<file path="config.mk">
export PLATFORM = sky130hd
export DESIGN_NAME = fetch_unit
export DESIGN_NICKNAME = d
export VERILOG_FILES = /design/src/rtl/fetch_unit.sv
export SDC_FILE = /design/constraint.sdc
export NUM_CORES = 1
export LEC_CHECK = 0
export BUFFER_PORTS_ARGS = -buffer_cell sky130_fd_sc_hd__clkbuf_2
export CORE_MARGIN = 2
export CORE_UTILIZATION = 31
export DETAILED_ROUTE_END_ITERATION = 10
export PLACE_DENSITY = 0.51
export SYNTH_ARGS = -nofsm -noshare
export SYNTH_HDL_FRONTEND = slang
export SYNTH_SLANG_ARGS = --single-unit
</file>
<file path="constraint.sdc">
create_clock -name clk -period 1.9 [get_ports clk]
set_clock_uncertainty 0.05 [all_clocks]
set_input_delay 0.095 -clock clk [delete_from_list [all_inputs] [get_ports clk]]
set_output_delay 0.095 -clock clk [all_outputs]
set_load 0.005 [all_outputs]
</file>
<file path="src/rtl/fetch_unit.sv">
// fetch_unit: byte-serial instruction fetch stage.
//
// Each 32-bit instruction is built from four single-byte memory reads at
// pc+0..pc+3 (little-endian). The word is tagged with the branch predictor's
// next-PC / taken bit, which are sampled in the cycle the last byte returns.
// A one-entry skid buffer holds a finished word while the IF/ID slot is
// stalled. A redirect discards everything in flight. A byte that is still
// outstanding at that point is drained before fetching resumes.
//
// Ports
//   clk, rst          clock, asynchronous active-low reset
//   pc_out            current fetch PC (to predictor lookup)
//   pred_pc/pred_taken predictor result for pc_out (combinational)
//   mem_req/mem_addr  byte read request / byte address
//   mem_valid/mem_rdata one-cycle return pulse and data byte
//   stall             IF/ID cannot accept this cycle
//   redirect/redirect_pc  flush and restart at corrected PC
//   if_valid/if_inst/if_pc/if_pred  instruction slot towards IF/ID
module fetch_unit #(
    parameter logic [31:0] RESET_PC = 32'h0000_0000
) (
    input  logic        clk,
    input  logic        rst,
    output logic [31:0] pc_out,
    input  logic [31:0] pred_pc,
    input  logic        pred_taken,
    output logic        mem_req,
    output logic [31:0] mem_addr,
    input  logic        mem_valid,
    input  logic [7:0]  mem_rdata,
    input  logic        stall,
    input  logic        redirect,
    input  logic [31:0] redirect_pc,
    output logic        if_valid,
    output logic [31:0] if_inst,
    output logic [31:0] if_pc,
    output logic        if_pred
);

    typedef enum logic [1:0] {FETCH, WAIT_OUT, DRAIN} state_t;

    state_t      state, state_nx;
    logic [31:0] pc, pc_nx;
    logic [1:0]  byte_cnt, cnt_nx;
    logic        pending, pend_nx;     // a byte request has been accepted
    logic [23:0] asm_q, asm_nx;        // bytes 0..2 of the word in progress
    logic [31:0] buf_inst, buf_inst_nx;
    logic [31:0] buf_pc, buf_pc_nx;
    logic [31:0] buf_npc, buf_npc_nx;
    logic        buf_pred, buf_pred_nx;
    logic        ifv_nx;
    logic [31:0] ifi_nx, ifp_nx;
    logic        ifr_nx;
    logic [31:0] word;
    logic        slot_free;

    assign pc_out    = pc;
    assign mem_addr  = pc + {30'b0, byte_cnt};
    // Gated by rst so no request is shown while reset is held.
    assign mem_req   = rst && (state == FETCH) && !pending;
    assign word      = {mem_rdata, asm_q};
    assign slot_free = !if_valid || !stall;

    always_comb begin
        state_nx    = state;
        pc_nx       = pc;
        cnt_nx      = byte_cnt;
        pend_nx     = pending;
        asm_nx      = asm_q;
        buf_inst_nx = buf_inst;
        buf_pc_nx   = buf_pc;
        buf_npc_nx  = buf_npc;
        buf_pred_nx = buf_pred;
        // slot empties when consumed; a load below overrides this
        ifv_nx      = if_valid && stall;
        ifi_nx      = if_inst;
        ifp_nx      = if_pc;
        ifr_nx      = if_pred;

        if (redirect) begin
            ifv_nx = 1'b0;
            pc_nx  = redirect_pc & ~32'h3;
            cnt_nx = 2'd0;
            // A request accepted this cycle (mem_req) or an earlier one
            // whose byte has not come back must be drained.
            if ((pending && !mem_valid) || mem_req) begin
                state_nx = DRAIN;
                pend_nx  = 1'b1;
            end else begin
                state_nx = FETCH;
                pend_nx  = 1'b0;
            end
        end else begin
            case (state)
                FETCH: begin
                    if (mem_req) begin
                        pend_nx = 1'b1;
                    end else if (pending && mem_valid) begin
                        pend_nx = 1'b0;
                        if (byte_cnt == 2'd3) begin
                            cnt_nx = 2'd0;
                            if (slot_free) begin
                                ifv_nx = 1'b1;
                                ifi_nx = word;
                                ifp_nx = pc;
                                ifr_nx = pred_taken;
                                pc_nx  = pred_pc;
                            end else begin
                                buf_inst_nx = word;
                                buf_pc_nx   = pc;
                                buf_npc_nx  = pred_pc;
                                buf_pred_nx = pred_taken;
                                state_nx    = WAIT_OUT;
                            end
                        end else begin
                            asm_nx[{byte_cnt, 3'b000} +: 8] = mem_rdata;
                            cnt_nx = byte_cnt + 2'd1;
                        end
                    end
                end
                WAIT_OUT: begin
                    // slot is always occupied here; it frees when stall drops
                    if (!stall) begin
                        ifv_nx   = 1'b1;
                        ifi_nx   = buf_inst;
                        ifp_nx   = buf_pc;
                        ifr_nx   = buf_pred;
                        pc_nx    = buf_npc;
                        cnt_nx   = 2'd0;
                        state_nx = FETCH;
                    end
                end
                DRAIN: begin
                    if (mem_valid) begin
                        pend_nx  = 1'b0;
                        state_nx = FETCH;
                    end
                end
                default: state_nx = FETCH;
            endcase
        end
    end

    always_ff @(posedge clk or negedge rst) begin
        if (!rst) begin
            state    <= FETCH;
            pc       <= RESET_PC;
            byte_cnt <= 2'd0;
            pending  <= 1'b0;
            asm_q    <= 24'd0;
            buf_inst <= 32'd0;
            buf_pc   <= 32'd0;
            buf_npc  <= 32'd0;
            buf_pred <= 1'b0;
            if_valid <= 1'b0;
            if_inst  <= 32'd0;
            if_pc    <= 32'd0;
            if_pred  <= 1'b0;
        end else begin
            state    <= state_nx;
            pc       <= pc_nx;
            byte_cnt <= cnt_nx;
            pending  <= pend_nx;
            asm_q    <= asm_nx;
            buf_inst <= buf_inst_nx;
            buf_pc   <= buf_pc_nx;
            buf_npc  <= buf_npc_nx;
            buf_pred <= buf_pred_nx;
            if_valid <= ifv_nx;
            if_inst  <= ifi_nx;
            if_pc    <= ifp_nx;
            if_pred  <= ifr_nx;
        end
    end

endmodule

</file>
# ---- Word-level counts from Yosys, hierarchy flattened
# Index checks and enable logic that the tools add are counted.
dict set report word_totals {
  memories 0
  latchBits 0
  mem_bits_ro 0
  mem_bits_rw 0
  word_cells 113
  ff_bits 224
}
dict set report classes {
  reduce_logical 22
  shift 2
  bitwise_logic 4
  mul 0
  add_sub_neg 3
  n_eq_ne 16
  order_cmp 0
  n_div 0
  n_mux 53
}
# operator count
set op_table {}
lappend op_table {{$mux 32} 16}
lappend op_table {{$pmux 32 s2} 3}
lappend op_table {{$add 32x2->32} 1}
lappend op_table {{$bwmux 24} 1}
lappend op_table {{$mux 2} 12}
lappend op_table {{$shift 8x7->24 const A} 1}
lappend op_table {{$shiftx 8x7->24} 1}
lappend op_table {{$reduce_and 6->1} 3}
lappend op_table {{$mux 1} 16}
lappend op_table {{$ne 3x3->1 const B} 5}
lappend op_table {{$neg 5->7} 1}
lappend op_table {{$reduce_and 7->1} 1}
lappend op_table {{$ne 2x2->1 const B} 3}
lappend op_table {{$ne 3x2->1 const B} 2}
lappend op_table {{$pmux 1 s2} 3}
lappend op_table {{$pmux 2 s3} 1}
lappend op_table {{$reduce_bool 3->1} 2}
lappend op_table {{$logic_and 1x1->1} 5}
lappend op_table {{$reduce_and 5->1} 1}
lappend op_table {{$eq 2x2->1 const B} 2}
lappend op_table {{$logic_not 1->1} 4}
lappend op_table {{$ne 2x1->1 const B} 2}
lappend op_table {{$ne 4x3->1 const B} 1}
lappend op_table {{$not 1->1} 4}
lappend op_table {{other kinds (8)} 9}

# ---- Logic depth before layout (Yosys ltp)
dict set report logic_depth {
  ltp_word 8
  ltp_mapped 8
  depth_no_buf 7
}

# ---- Worst setup path before layout
# OpenSTA, ideal clock, no wires.
dict set report synth_timing {
  path_kind {reg2out}
  from {reg byte_cnt[0]}
  to {out mem_addr[30]}
  n_path_buf 0
  t_arrival_ps 1942
  setup_slack_ps -187
  path_stages_with_launch 8
  path_cell_list {dfrtp_1 > ha_1 > inv_1 > fa_1 > nand3b_1 > nor4_4 > nand4_1 > xnor2_1}
}
dict set report synth_between {
  elab_chain_cells 1
}
# item line_no
set synth_rtl {}
lappend synth_rtl {{start: declaration} 44} ;# logic [1:0] byte_cnt, cnt_nx;
lappend synth_rtl {{start signal: assignment} 162} ;# byte_cnt <= cnt_nx;
lappend synth_rtl {{$add 32x2->32} 58} ;# assign mem_addr = pc + {30'b0, byte_cnt};
lappend synth_rtl {{end: declaration} 28} ;# output logic [31:0] mem_addr,
# No other way between the ends.

# ---- Final worst setup path
dict set report layout_timing {
  from {reg pc[0] (netlist: pc_out[0])}
  to {out mem_addr[30]}
}
dict set report layout_between {
  elab_chain_cells 1
}
# item line_no
set layout_rtl {}
lappend layout_rtl {{start: declaration} 43} ;# logic [31:0] pc, pc_nx;
lappend layout_rtl {{start signal: assignment} 161} ;# pc <= pc_nx;
lappend layout_rtl {{$add 32x2->32} 58}
# No other way between the ends.

==> metrics.txt <==
status complete, but fails checks; failing checks setup timing; maximum clock insertion buffer count 3; clock-pin slew on the worst setup and hold paths 0.06 ns; Final WS setup -0.701 ns; Synth Net Count 997; largest net degree at the start of global routing 124; family with the most delay on the worst path simple AND/OR/NAND/NOR gates; CTS Sinks 224; ant diodes 0; Nets 1,366; Finished Layout Cells 1,748; Top Ports 209; crit-path max FO 9; die footprint 35,500 um2; antenna viol nets, final 0; later-pin clock latency in the skew report 0.53 ns; setup TNS -53.32 ns; Post-Route WL 31,800 um; Post-Place Cells 1,580; gp weighted congestion 0.740; commonest non-fill, non-tap cell in the layout dfrtp_1; Most used DFF post-synth dfrtp_1; register bit count reported by yosys 224; worst path cell trace ha_4 > inv_2 > fa_2 > nand3b_1 > nor4_4 > buf_12 > nand4_1 > xnor2_1 > buf_2; Max Cap Violations 0; power per standard cell area 795 nW/um2; R2R Setup Slk -0.40 ns; Worst setup EP type primary output; Hold WC Path Type in -> reg; yosys warns 0; share of cells above drive strength 1 0.439; Worst Setup Start Kind flip-flop; DP HPWL 18,300 um; most frequent cells in the layout dfrtp_1 (222), clkbuf_2 (182), nand2_1 (134); DRC 0; DRT Pass-1 Iters 4; slowest stage delay, CP 0.39 ns; Slew Limit Fails 0; Core Area 33,500 um2; Post-synth EDFFs 0; CTS tree built; H-tree depth 1; cts bufs inserted 27; Total GRT Usage 0.161; fin crit period 2.60 ns; antenna violations before repair 0; DR vias 8,074; Initial Utilization 0.314; Seq/Total Area, Yosys 0.532; slew margin rel. 0.474; Final period util 1.37; final setup vio count 249; syn_area_per_cell 11.6 um2; Critical Path RT 1.75 ns; Slowest cell on crit path dfrtp_1; first-pass GRT wire length 45,800 um; synthesized cell area 10,500 um2; Die Wd 188 um; via/cell ratio 4.62; # rows 67; Syn-to-layout area delta 51.2%; fmax 0.384 GHz; input/output buffers 206; Arr. time, crit path 2.46 ns; RSZ-0062 raised after global routing yes; worst setup path category reg -> out; die height 188 um; vias in the first global route 8,016; Hold Vio Cnt, Final 0; synthesized instance count 911; buffers plus inverters on the worst setup path 3; routed len/inst 18.2 um; post-synth cell types 44; Worst VDD drop 600 uV; GR Overflow Total 0; DR iter-0 viols 308; Root Buffer Master clkbuf_16; share of flip-flops with an asynchronous set or reset 1.00; worst slew pin tran 0.789 ns; Static Leak 7.71 nW
[cell families (layout without fill, tap and decap cells)]
logic type      after synthesis  count (layout)  share of synthesized area
flops                       224             224                      0.532
buf+inv                      66             455                     0.0317
simple gates                223             223                     0.0999
mux                         222             222                      0.232
compound gates              138             138                     0.0688
fa+ha+maj                     8               8                     0.0102
xor+xnor                     30              30                     0.0249
[layer usage]
| layer | vias to the layer above | track usage | wire, um |
|---|---|---|---|
| met3 | 37 | 0.0315 | 1350 |
| met4 | 0 | 0.0385 | 622 |
| met1 | 3961 | 0.220 | 14600 |
| met5 | - | 0 | 0 |
| li1 | 3914 | - | - |
| met2 | 162 | 0.265 | 15200 |
[worst min-delay path, delay by kind of cell]
kind | cells | cell delay [ns]
buffers and inverters | 2 | 0.36
and+or+nand+nor | 1 | 0.14
[per-stage QoR]
step	setup WS [ns]	hold WS (ns)	power, mW	cell area [um2]	util
floorplan	-0.136	-0.251	5.86	10600	-
global placement	-0.144	-0.0726	6.66	12600	0.376
detailed placement	-0.171	-0.0699	6.68	12600	0.376
CTS	-0.741	0.0644	12.7	14900	0.444
global route	-0.868	0.104	13.2	15900	0.475
finish	-0.701	0.0852	12.7	15900	0.475
[final cells by class]
class / count / area [um2]
fillers: 3124 / 17600
flip-flops and latches: 224 / 5610
multi-input cells: 621 / 5310
repair buffers: 399 / 3450
clock buffers: 41 / 818
well taps: 448 / 561
clock inverters: 8 / 165
inverters: 7 / 26.3
[cells in the mapped netlist, types with 2 or more instances]
cell | count | area, um2
dfrtp_1 | 224 | 5610
nand2_1 | 158 | 593
o21ai_0 | 123 | 616
mux2_2 | 108 | 1220
mux2i_1 | 96 | 961
clkbuf_1 | 30 | 113
xnor2_1 | 27 | 236
mux2_4 | 18 | 270
buf_2 | 15 | 75.1
nand3_1 | 14 | 70.1
nand4_1 | 11 | 68.8
buf_4 | 10 | 75.1
nor2_1 | 9 | 33.8
ha_1 | 7 | 87.6
inv_1 | 7 | 26.3
a21oi_1 | 4 | 20.0
buf_6 | 4 | 45.0
nor3b_1 | 4 | 30.0
and4_1 | 3 | 26.3
nand2b_1 | 3 | 18.8
nand3b_1 | 3 | 22.5
nand4_2 | 3 | 37.5
o31ai_1 | 3 | 22.5
xor2_1 | 3 | 26.3
a21o_1 | 2 | 15.0
and3_1 | 2 | 12.5
nor3_1 | 2 | 10.0
nor4_4 | 2 | 42.5
[state kept, by name, summed over array words and instances (netlist names), 2 cells and up]
name      flops
buf_inst     32
buf_npc      32
buf_pc       32
if_inst      32
if_pc        32
pc_out       32
asm_q        24
byte_cnt      2
state         2
[repair_timing]
action                                  in CTS  in global routing
endpoints found under the setup margin      62                136
gates cloned                                 5                 16
pin swaps                                   12                 24
endpoints found under the hold margin      334                  0
setup buffers                               12                 13
hold buffers                                75                  0
gates resized for setup                     63                235
[worst paths after layout]
path / from / endpoint / depth (start not counted)
worst min-delay path: redirect / if_valid$_DFF_PN0_ / 3
worst max-delay path: pc_out[0]$_DFFE_PN0P_ / mem_addr[30] / 9
worst max register to register: byte_cnt[1]$_DFFE_PN0P_ / pc_out[24]$_DFFE_PN0P_ / 11
max in group asynchronous: rst / state[0]$_DFFE_PN0P_ / 3
worst min register to register: if_pc[17]$_DFFE_PN0P_ / if_pc[17]$_DFFE_PN0P_ / 2
min in group asynchronous: rst / buf_pc[2]$_DFFE_PN0P_ / 3
[where the power goes]
group | switching [mW] | leakage, nW | internal [mW] | total (mW)
combinational | 0.882 | 4.17 | 0.912 | 1.79
sequential | 0.227 | 3.05 | 4.98 | 5.21
clock | 2.04 | 0.486 | 3.62 | 5.66
Power figures use the tool's default switching activity.
